## config.mk

```make
export PLATFORM = sky130hd
export DESIGN_NAME = issue_controller_flat
export DESIGN_NICKNAME = d
export VERILOG_FILES = /design/src/rtl/alu4cpu_pkg.sv /design/src/rtl/issue_controller_if.sv /design/src/rtl/instr_fifo.sv /design/src/rtl/issue_controller.sv /design/src/flat_wrapper.sv
export SDC_FILE = /design/constraint.sdc
export NUM_CORES = 1
export LEC_CHECK = 0
export CORE_ASPECT_RATIO = 1.25
export CORE_UTILIZATION = 40
export DETAILED_ROUTE_END_ITERATION = 12
export HOLD_SLACK_MARGIN = 0.03
export PLACE_DENSITY_LB_ADDON = 0.15
export RECOVER_POWER = 50
export REMOVE_ABC_BUFFERS = 1
export SLEW_MARGIN = 15
export SYNTH_ARGS = -nofsm -noshare
export SYNTH_HDL_FRONTEND = slang
export SYNTH_SLANG_ARGS = --single-unit
```

## constraint.sdc

```tcl
create_clock -name clk -period 6.8 [get_ports clk]
set_input_delay 0.68 -clock clk [delete_from_list [all_inputs] [get_ports clk]]
set_output_delay 0.68 -clock clk [all_outputs]
set_load 0.005 [all_outputs]
```

## src/rtl/alu4cpu_pkg.sv

```systemverilog
// Shared definitions for the ALU pipeline issue path: instruction field map,
// the NOP encoding, issue FSM states and the hazard-tracking shadow record.
package alu4cpu_pkg;

  localparam int ALUOP_MSB    = 31;
  localparam int ALUOP_LSB    = 29;
  localparam int DATA_SRC_BIT = 28;
  localparam int WE_BIT       = 27;
  localparam int RD_MSB       = 26;
  localparam int RD_LSB       = 22;
  localparam int RS1_MSB      = 21;
  localparam int RS1_LSB      = 17;
  localparam int RS2_MSB      = 16;
  localparam int RS2_LSB      = 12;
  localparam int IMM_MSB      = 15;
  localparam int IMM_LSB      = 0;

  localparam logic [31:0] NOP_INSTR = 32'h0000_0000;

  typedef enum logic [1:0] {
    IDLE  = 2'd0,
    ISSUE = 2'd1,
    STALL = 2'd2
  } state_t;

  // Destination of an instruction still in flight; valid only for writers.
  typedef struct packed {
    logic       valid;
    logic [4:0] rd;
  } shadow_t;

  function automatic logic shadow_hit(input shadow_t s, input logic [4:0] r);
    return s.valid && (s.rd == r);
  endfunction

endpackage

```

## src/rtl/issue_controller_if.sv

```systemverilog
// Fetch-side instruction handshake. A word transfers on a rising edge where
// in_valid && in_ready; in_ready depends only on registered queue occupancy.
interface issue_controller_if;
  logic [31:0] in_instr;
  logic        in_valid;
  logic        in_ready;

  modport master (output in_instr, output in_valid, input in_ready);
  modport slave  (input in_instr, input in_valid, output in_ready);
endinterface

```

## src/rtl/instr_fifo.sv

```systemverilog
// Circular-buffer instruction queue; head is the oldest entry, readable
// combinationally. Pushes when full and pops when empty are ignored.
module instr_fifo #(
  parameter int DEPTH = 4
) (
  input  logic        clk,
  input  logic        rst,
  input  logic        push,
  input  logic        pop,
  input  logic [31:0] din,
  output logic        full,
  output logic        empty,
  output logic [31:0] head
);
  localparam int AW = $clog2(DEPTH);
  localparam int CW = AW + 1;

  logic [31:0]   mem [DEPTH];
  logic [AW-1:0] wr_ptr;
  logic [AW-1:0] rd_ptr;
  logic [CW-1:0] count;
  logic          do_push;
  logic          do_pop;

  assign full    = (count == CW'(DEPTH));
  assign empty   = (count == '0);
  assign do_push = push && !full;
  assign do_pop  = pop && !empty;
  assign head    = mem[rd_ptr];

  always_ff @(posedge clk) begin
    if (rst) begin
      wr_ptr <= '0;
      rd_ptr <= '0;
      count  <= '0;
    end else begin
      if (do_push) begin
        mem[wr_ptr] <= din;
        wr_ptr      <= wr_ptr + AW'(1);
      end
      if (do_pop) begin
        rd_ptr <= rd_ptr + AW'(1);
      end
      count <= count + CW'(do_push) - CW'(do_pop);
    end
  end

endmodule

```

## src/rtl/issue_controller.sv

```systemverilog
// In-order issue for the 3-stage ALU pipeline: queues fetched words and
// inserts NOPs while the head reads a register an in-flight writer owns.
module issue_controller
  import alu4cpu_pkg::*;
#(
  parameter int DEPTH = 4
) (
  input  logic                clk,
  input  logic                rst,
  issue_controller_if.slave   bus,
  output logic [31:0]         instr_out,
  output logic                issued,
  output logic                busy,
  output logic [15:0]         stall_cnt,
  output logic [15:0]         issue_cnt,
  output state_t              state
);
  logic        fifo_full;
  logic        fifo_empty;
  logic [31:0] head;
  logic        pop;
  logic        hazard;
  logic [4:0]  rs1;
  logic [4:0]  rs2;
  logic        uses_rs2;
  shadow_t     sh1;
  shadow_t     sh2;
  state_t      next_state;

  instr_fifo #(.DEPTH(DEPTH)) u_fifo (
    .clk   (clk),
    .rst   (rst),
    .push  (bus.in_valid),
    .pop   (pop),
    .din   (bus.in_instr),
    .full  (fifo_full),
    .empty (fifo_empty),
    .head  (head)
  );

  assign bus.in_ready = !fifo_full;
  assign busy         = !fifo_empty || sh1.valid || sh2.valid;

  assign rs1      = head[RS1_MSB:RS1_LSB];
  assign rs2      = head[RS2_MSB:RS2_LSB];
  assign uses_rs2 = !head[DATA_SRC_BIT];

  // sh1 mirrors the word now on instr_out, sh2 the one before it; a reader
  // clears both only once its writer is three slots behind.
  assign hazard = shadow_hit(sh1, rs1) || shadow_hit(sh2, rs1) ||
                  (uses_rs2 && (shadow_hit(sh1, rs2) || shadow_hit(sh2, rs2)));

  always_comb begin
    next_state = IDLE;
    pop        = 1'b0;
    if (!fifo_empty) begin
      if (hazard) begin
        next_state = STALL;
      end else begin
        next_state = ISSUE;
        pop        = 1'b1;
      end
    end
  end

  always_ff @(posedge clk) begin
    if (rst) begin
      state     <= IDLE;
      instr_out <= NOP_INSTR;
      issued    <= 1'b0;
      sh1       <= '0;
      sh2       <= '0;
      stall_cnt <= '0;
      issue_cnt <= '0;
    end else begin
      state <= next_state;
      sh2   <= sh1;
      if (next_state == ISSUE) begin
        instr_out <= head;
        issued    <= 1'b1;
        sh1       <= '{valid: head[WE_BIT], rd: head[RD_MSB:RD_LSB]};
        issue_cnt <= issue_cnt + 16'd1;
      end else begin
        instr_out <= NOP_INSTR;
        issued    <= 1'b0;
        sh1       <= '0;
        if (next_state == STALL && stall_cnt != 16'hFFFF) begin
          stall_cnt <= stall_cnt + 16'd1;
        end
      end
    end
  end

endmodule

```

## src/flat_wrapper.sv

```systemverilog
// flat-port wrapper written by rule: the top's interface ports become plain ports
module issue_controller_flat import alu4cpu_pkg::*;
#(
  parameter int DEPTH = 4
)
  (clk, rst, instr_out, issued, busy, stall_cnt, issue_cnt, state, bus_in_instr, bus_in_valid, bus_in_ready);
  issue_controller_if bus_i ();
  input  logic clk;
  input  logic rst;
  output logic [31:0] instr_out;
  output logic issued;
  output logic busy;
  output logic [15:0] stall_cnt;
  output logic [15:0] issue_cnt;
  output state_t state;
  input wire logic [$bits(bus_i.in_instr)-1:0] bus_in_instr;
  input wire logic [$bits(bus_i.in_valid)-1:0] bus_in_valid;
  output wire logic [$bits(bus_i.in_ready)-1:0] bus_in_ready;
  assign bus_i.in_instr = bus_in_instr;
  assign bus_i.in_valid = bus_in_valid;
  assign bus_in_ready = bus_i.in_ready;
  issue_controller #(.DEPTH(DEPTH)) u_core (.clk(clk), .rst(rst), .bus(bus_i), .instr_out(instr_out), .issued(issued), .busy(busy), .stall_cnt(stall_cnt), .issue_cnt(issue_cnt), .state(state));
endmodule
```

==> After elaboration in Yosys (flattened, before gate mapping) <==
Memories as Yosys holds them, arrays and structs flattened. A register that Yosys moved wholly into a read port is not among the register bits.
Cells that the tools add are included.
{ "op_classes": {"bitwise": 1, "n_mux": 10, "n_addsub": 6, "n_eq_ne": 8, "n_reduce_logical": 19} }
{ "op_table": {"columns": ["cell", "n"], "rows": [
  ["adder 16 x 1 -> 16 bit (second input constant)", 2],
  ["== test 5 bit", 4],
  ["!= test 16 bit (second input constant)", 1],
  ["logical AND 1 bit", 8],
  ["2-to-1 mux 2 bit", 4],
  ["2-to-1 mux 1 bit", 6],
  ["logical OR 1 bit", 5],
  ["adder 2 x 1 -> 2 bit (second input constant)", 2],
  ["adder 3 x 1 -> 3 bit", 1],
  ["== test 3 bit (second input constant)", 1],
  ["zero test 1 bit", 3],
  ["zero test 3 bit", 1],
  ["subtractor 3 x 1 -> 3 bit", 1],
  ["== test 2 x 1 -> 1 bit (second input constant)", 1],
  ["== test 2 bit (second input constant)", 1],
  ["AND reduction 2 bit", 1],
  ["OR reduction 2 bit", 1],
  ["inverter 1 bit", 1]
]} }
{ "word_totals": {"ff_bits": 86, "elab_cells": 57, "mem_count": 1, "mem_bits_rw": 128} }
{ "memory_table": {"columns": ["memory", "depth", "word_bits", "rd", "rd_ports_with_merged_regs", "wr", "line_no", "text"], "rows": [
  ["u_core.u_fifo.mem", 4, 32, 1, 1, 1, "instr_fifo.sv:18", "logic [31:0] mem [DEPTH];"]
]} }

==> Logic depth before layout (Yosys ltp) <==
{ "depth": {"depth_word": 10, "mapped_depth": 17} }

==> By module <==
A second synthesis with hierarchy kept.
{ "hier_totals": {"hier_cells": 537, "hier_area_um2": 8130.3} }
{ "by_module_without_submodules": {"columns": ["module", "n_inst", "cells_each", "area_per_inst_um2"], "rows": [
  ["instr_fifo", 1, 218, 5141.2],
  ["issue_controller", 1, 319, 2989.1]
]} }

==> Worst setup path before layout <==
OpenSTA, ideal clock, no wires.
{ "synth_path": {"kind": "flip-flop to flip-flop", "startpoint": "register with a tool-made name", "endpoint": "register u_core.u_fifo.count[2]", "synth_period_minus_slack_ns": 3.664, "stages_incl_launch_ff": 18, "required_time_ns": 6.672, "setup_slack_ns": 3.136, "arrival_ns": 3.536, "setup_ns": 0.128, "path_buffers": 4, "path_cell_list": "dfxtp_1 > buf_6 > buf_12 > mux4_2 > xor2_1 > nor4_2 > nand4b_1 > nand4_1 > clkbuf_1 > buf_2 > inv_1 > ha_1 > inv_1 > ha_1 > fa_1 > xnor2_1 > xnor2_1 > nor2_1"} }
{ "synth_rtl": {"columns": ["element", "line_no", "text"], "rows": [
  ["end signal, assigned", "instr_fifo.sv:44", "count <= count + CW'(do_push) - CW'(do_pop);"],
  ["end, declared", "instr_fifo.sv:21", "logic [CW-1:0] count;"]
]} }

==> run metrics <==
Crit Path Class reg2reg; CTS tree done; Final nets a little under 700; Synth Area in Adders 0.0151; die width approximately 130 um; register bit total from synthesis 210; Cells after Synth 526; worst reg-to-reg setup slack between 2 and 2.5 ns; worst-case hold path end point u_core.issue_cnt[15]$_SDFFE_PP0N_; Post-synth EDFFs ~130; Finished Cell Area approximately 10000 um^2; Final ANT Viol Nets 0; Leak ~3.5 nW; most frequent cells in the layout edfxtp_1, dlygate4sd3_1, dfxtp_1; Synth Flop Type edfxtp_1; # setup viols final 0; Worst Setup Start Kind flop; fillers between 1500 and 2000; post-cts resize count 0; Bufs on Longest Clock Path 3; largest net degree at the start of global routing between 50 and 60; CP max stage cell dfxtp_2; gr usage total 0.159; GP Congestion approximately 0.75; CTS buffer count 22; total grt overflow 0; Area Overhead vs Synth 24.9%; FF-to-FF path depth 15; RSZ-0062 raised after global routing no; Slew Viols, Final 51; Sink Count 210; most common cell after layout, fill and taps aside edfxtp_1; max_cap viols 1; worst hold stages 2; syn_area_per_cell roughly 15 um^2; root buf cell clkbuf_16; TNS Setup 0 ns; Post-synth ARST share 0; Req. time, crit path around 7.1 ns; failing checks capacitance limit, slew limit; CTS Hold Buffers Added 0; Clock Skew between 0.006 and 0.007 ns; worst r2r dst u_core.u_fifo.count[2]$_SDFF_PP0_; Clock Pin Slew Worst Setup and Hold Paths around 0.060 ns; Clock Latency Late Sink 0.50 ns; largest family of logic cells by synthesized area simple AND/OR/NAND/NOR gates; DP HPWL 9.48 mm; Detailed Routing Iterations Pass 1 4; DIE AREA about 21000 um^2; crit path capture type flop; min setup slack post-route 2.41 ns; worst hold path type reg2reg; critical path's largest stage delay a little under 0.9 ns; CP arrival 4.69 ns; Max VDD drop 0.237 mV; DP Area 9250 um^2; Post-Synth Simple-Gate Area 0.109; First DRT Iteration DRCs about 220; Mapped Area ~8000 um^2; FP Rows 57; post-synthesis mux area share 0.0916; Slew @ Worst Pin around 2.3 ns; DIE HEIGHT 160 um; largest cells by area after synthesis edfxtp_1, dfxtp_1, mux4_2, and2_1, a21oi_1; port bufs between 100 and 150; fin crit period between 4 and 5 ns; share of the yosys chip area belonging to registers 0.688; Slew headroom -0.538; chain of cells forming the critical path buf_4, mux4_2, xor2_1, nor4_2, nand4b_1, nand4_1, buf_4, inv_1, ha_1, inv_1, ha_1, fa_1, xnor2_1, xnor2_1, nor2_1; share of the synthesized area in the top cell type 0.482; I/O Pins about 100; buffers inserted by post-CTS timing repair 0; Place WS approximately 2.4 ns; drt drc 0; status complete, but fails checks; first-pass GRT wire length around 25 mm; Synth cell types 36; post-synthesis compound-gate area fraction 0.0474; WL/cell between 15 and 20 um; Initial Utilization 0.410; pwr dens around 350 nW/um^2; vias in the first global route about 4800; post-synthesis cell type with the largest combined area edfxtp_1; DR vias 4643; initial antenna violation count 0; Tcrit/Tclk final 0.646; Core Area 19500 um^2; htree depth 1; share of the synthesized netlist area taken by xor and xnor gates 0.0274; synth warn 0; crit path buf inv count 4; antenna cells 0; fmax ~0.23 GHz; hold path start u_core.issue_cnt[15]$_SDFFE_PP0N_; share of layout cells above drive strength 1 0.132; detail-routed via count per cell between 5 and 6; Crit Path Max Fanout 36; critical path's top delay family flip-flops; Fin. Hold Viols 0; wirelength, routed around 16 mm
-- worst max-delay path by stage --
| stage | from | to | slack (ns) | depth (start not counted) |
|---|---|---|---|---|
| global route | flop | u_core.u_fifo.count[2]$_SDFF_PP0_ | 1.94 | 15 |
| finish | flop | u_core.u_fifo.count[2]$_SDFF_PP0_ | 2.41 | 15 |
| CTS | flop | u_core.u_fifo.count[2]$_SDFF_PP0_ | 2.36 | 15 |
| floorplan | flop | u_core.u_fifo.count[2]$_SDFF_PP0_ | 2.06 | 13 |
| detailed placement | flop | u_core.u_fifo.count[2]$_SDFF_PP0_ | 2.37 | 15 |
| global placement | flop | u_core.u_fifo.count[2]$_SDFF_PP0_ | 2.49 | 15 |
-- state kept, by name (all words and copies together), names as in the netlist, 3 cells and up, named ones only --
name                 flops
u_core.sh1               4
u_core.stall_cnt        16
u_core.u_fifo.count      3
u_core.instr_out        28
u_core.u_fifo.mem      128
u_core.sh2               6
u_core.issue_cnt        16
-- cell usage after synthesis (3+ instances only) --
cell type and number:
edfxtp_1 128, dfxtp_1 82, and2_1 36, mux4_2 32, a21oi_1 28, clkbuf_1 22
nand3_1 21, or3_1 19, xnor2_1 16, o21ai_0 15, nand2_1 14, nor2_1 13
o31ai_1 12, inv_1 10, or4_1 10, and3_1 9, xor2_1 9, ha_1 8
nor2b_1 8, nand4_1 6, nor3_1 3, nor4_1 3, o21ba_2 3
-- power breakdown --
| part | internal [mW] | leakage [nW] | switching, mW |
|---|---|---|---|
| Combinational | 0.391 | 1.28 | 0.311 |
| Sequential | 1.50 | 1.83 | 0.124 |
| Clock | 0.705 | 0.352 | 0.486 |
| Total | 2.59 | 3.46 | 0.922 |
-- per-stage QoR --
stage               cells  hold WS, ns  total power [mW]  utilization
floorplan             499        0.452              2.05            -
global placement      871        0.462              2.38        0.475
detailed placement    871        0.476              2.40        0.475
CTS                   911        0.484              3.60        0.512
global route          911        0.519              3.69        0.512
finish                911        0.479              3.51        0.512
-- layer usage --
metal,vias to the layer above,track usage,share of wire
met5,-,0,0
met4,0,0.0412,0.014
met3,14,0.0305,0.049
li1,2194,-,-
met2,112,0.280,0.52
met1,2323,0.199,0.42
-- worst register-to-register path, stage by stage, from the launching register on --
cell	delay [ns]
dfxtp_2	0.87
buf_4	0.41
mux4_2	0.59
xor2_1	0.17
nor4_2	0.26
nand4b_1	0.14
nand4_1	0.11
buf_4	0.32
inv_1	0.08
ha_1	0.28
inv_1	0.04
ha_1	0.18
fa_1	0.38
xnor2_1	0.18
xnor2_1	0.14
nor2_1	0.05
-- kinds of logic (layout without fill, tap and decap cells) --
logic type / after synthesis / count (layout)
and+or+nand+nor: 149 / 149
muxes: 33 / 33
buffers and inverters: 37 / 157
adders and majority gates: 9 / 9
xor gates and xnor gates: 25 / 25
DFF: 210 / 210
AOI/OAI and AO/OA: 63 / 63
-- final cells by class --
| cell class | count | area, um^2 | share of cell area |
|---|---|---|---|
| Clock inverter | 14 | 129 | 0.0129 |
| Tap cell | 265 | 332 | 0.0333 |
| Timing Repair Buffer | 107 | 1060 | 0.106 |
| Multi-Input combinational cell | 279 | 2330 | 0.233 |
| Clock buffer | 26 | 597 | 0.0599 |
| Inverter | 10 | 37.5 | 0.00377 |
| Sequential cell | 210 | 5490 | 0.551 |
Note: power is estimated with default switching activity, not from simulation.
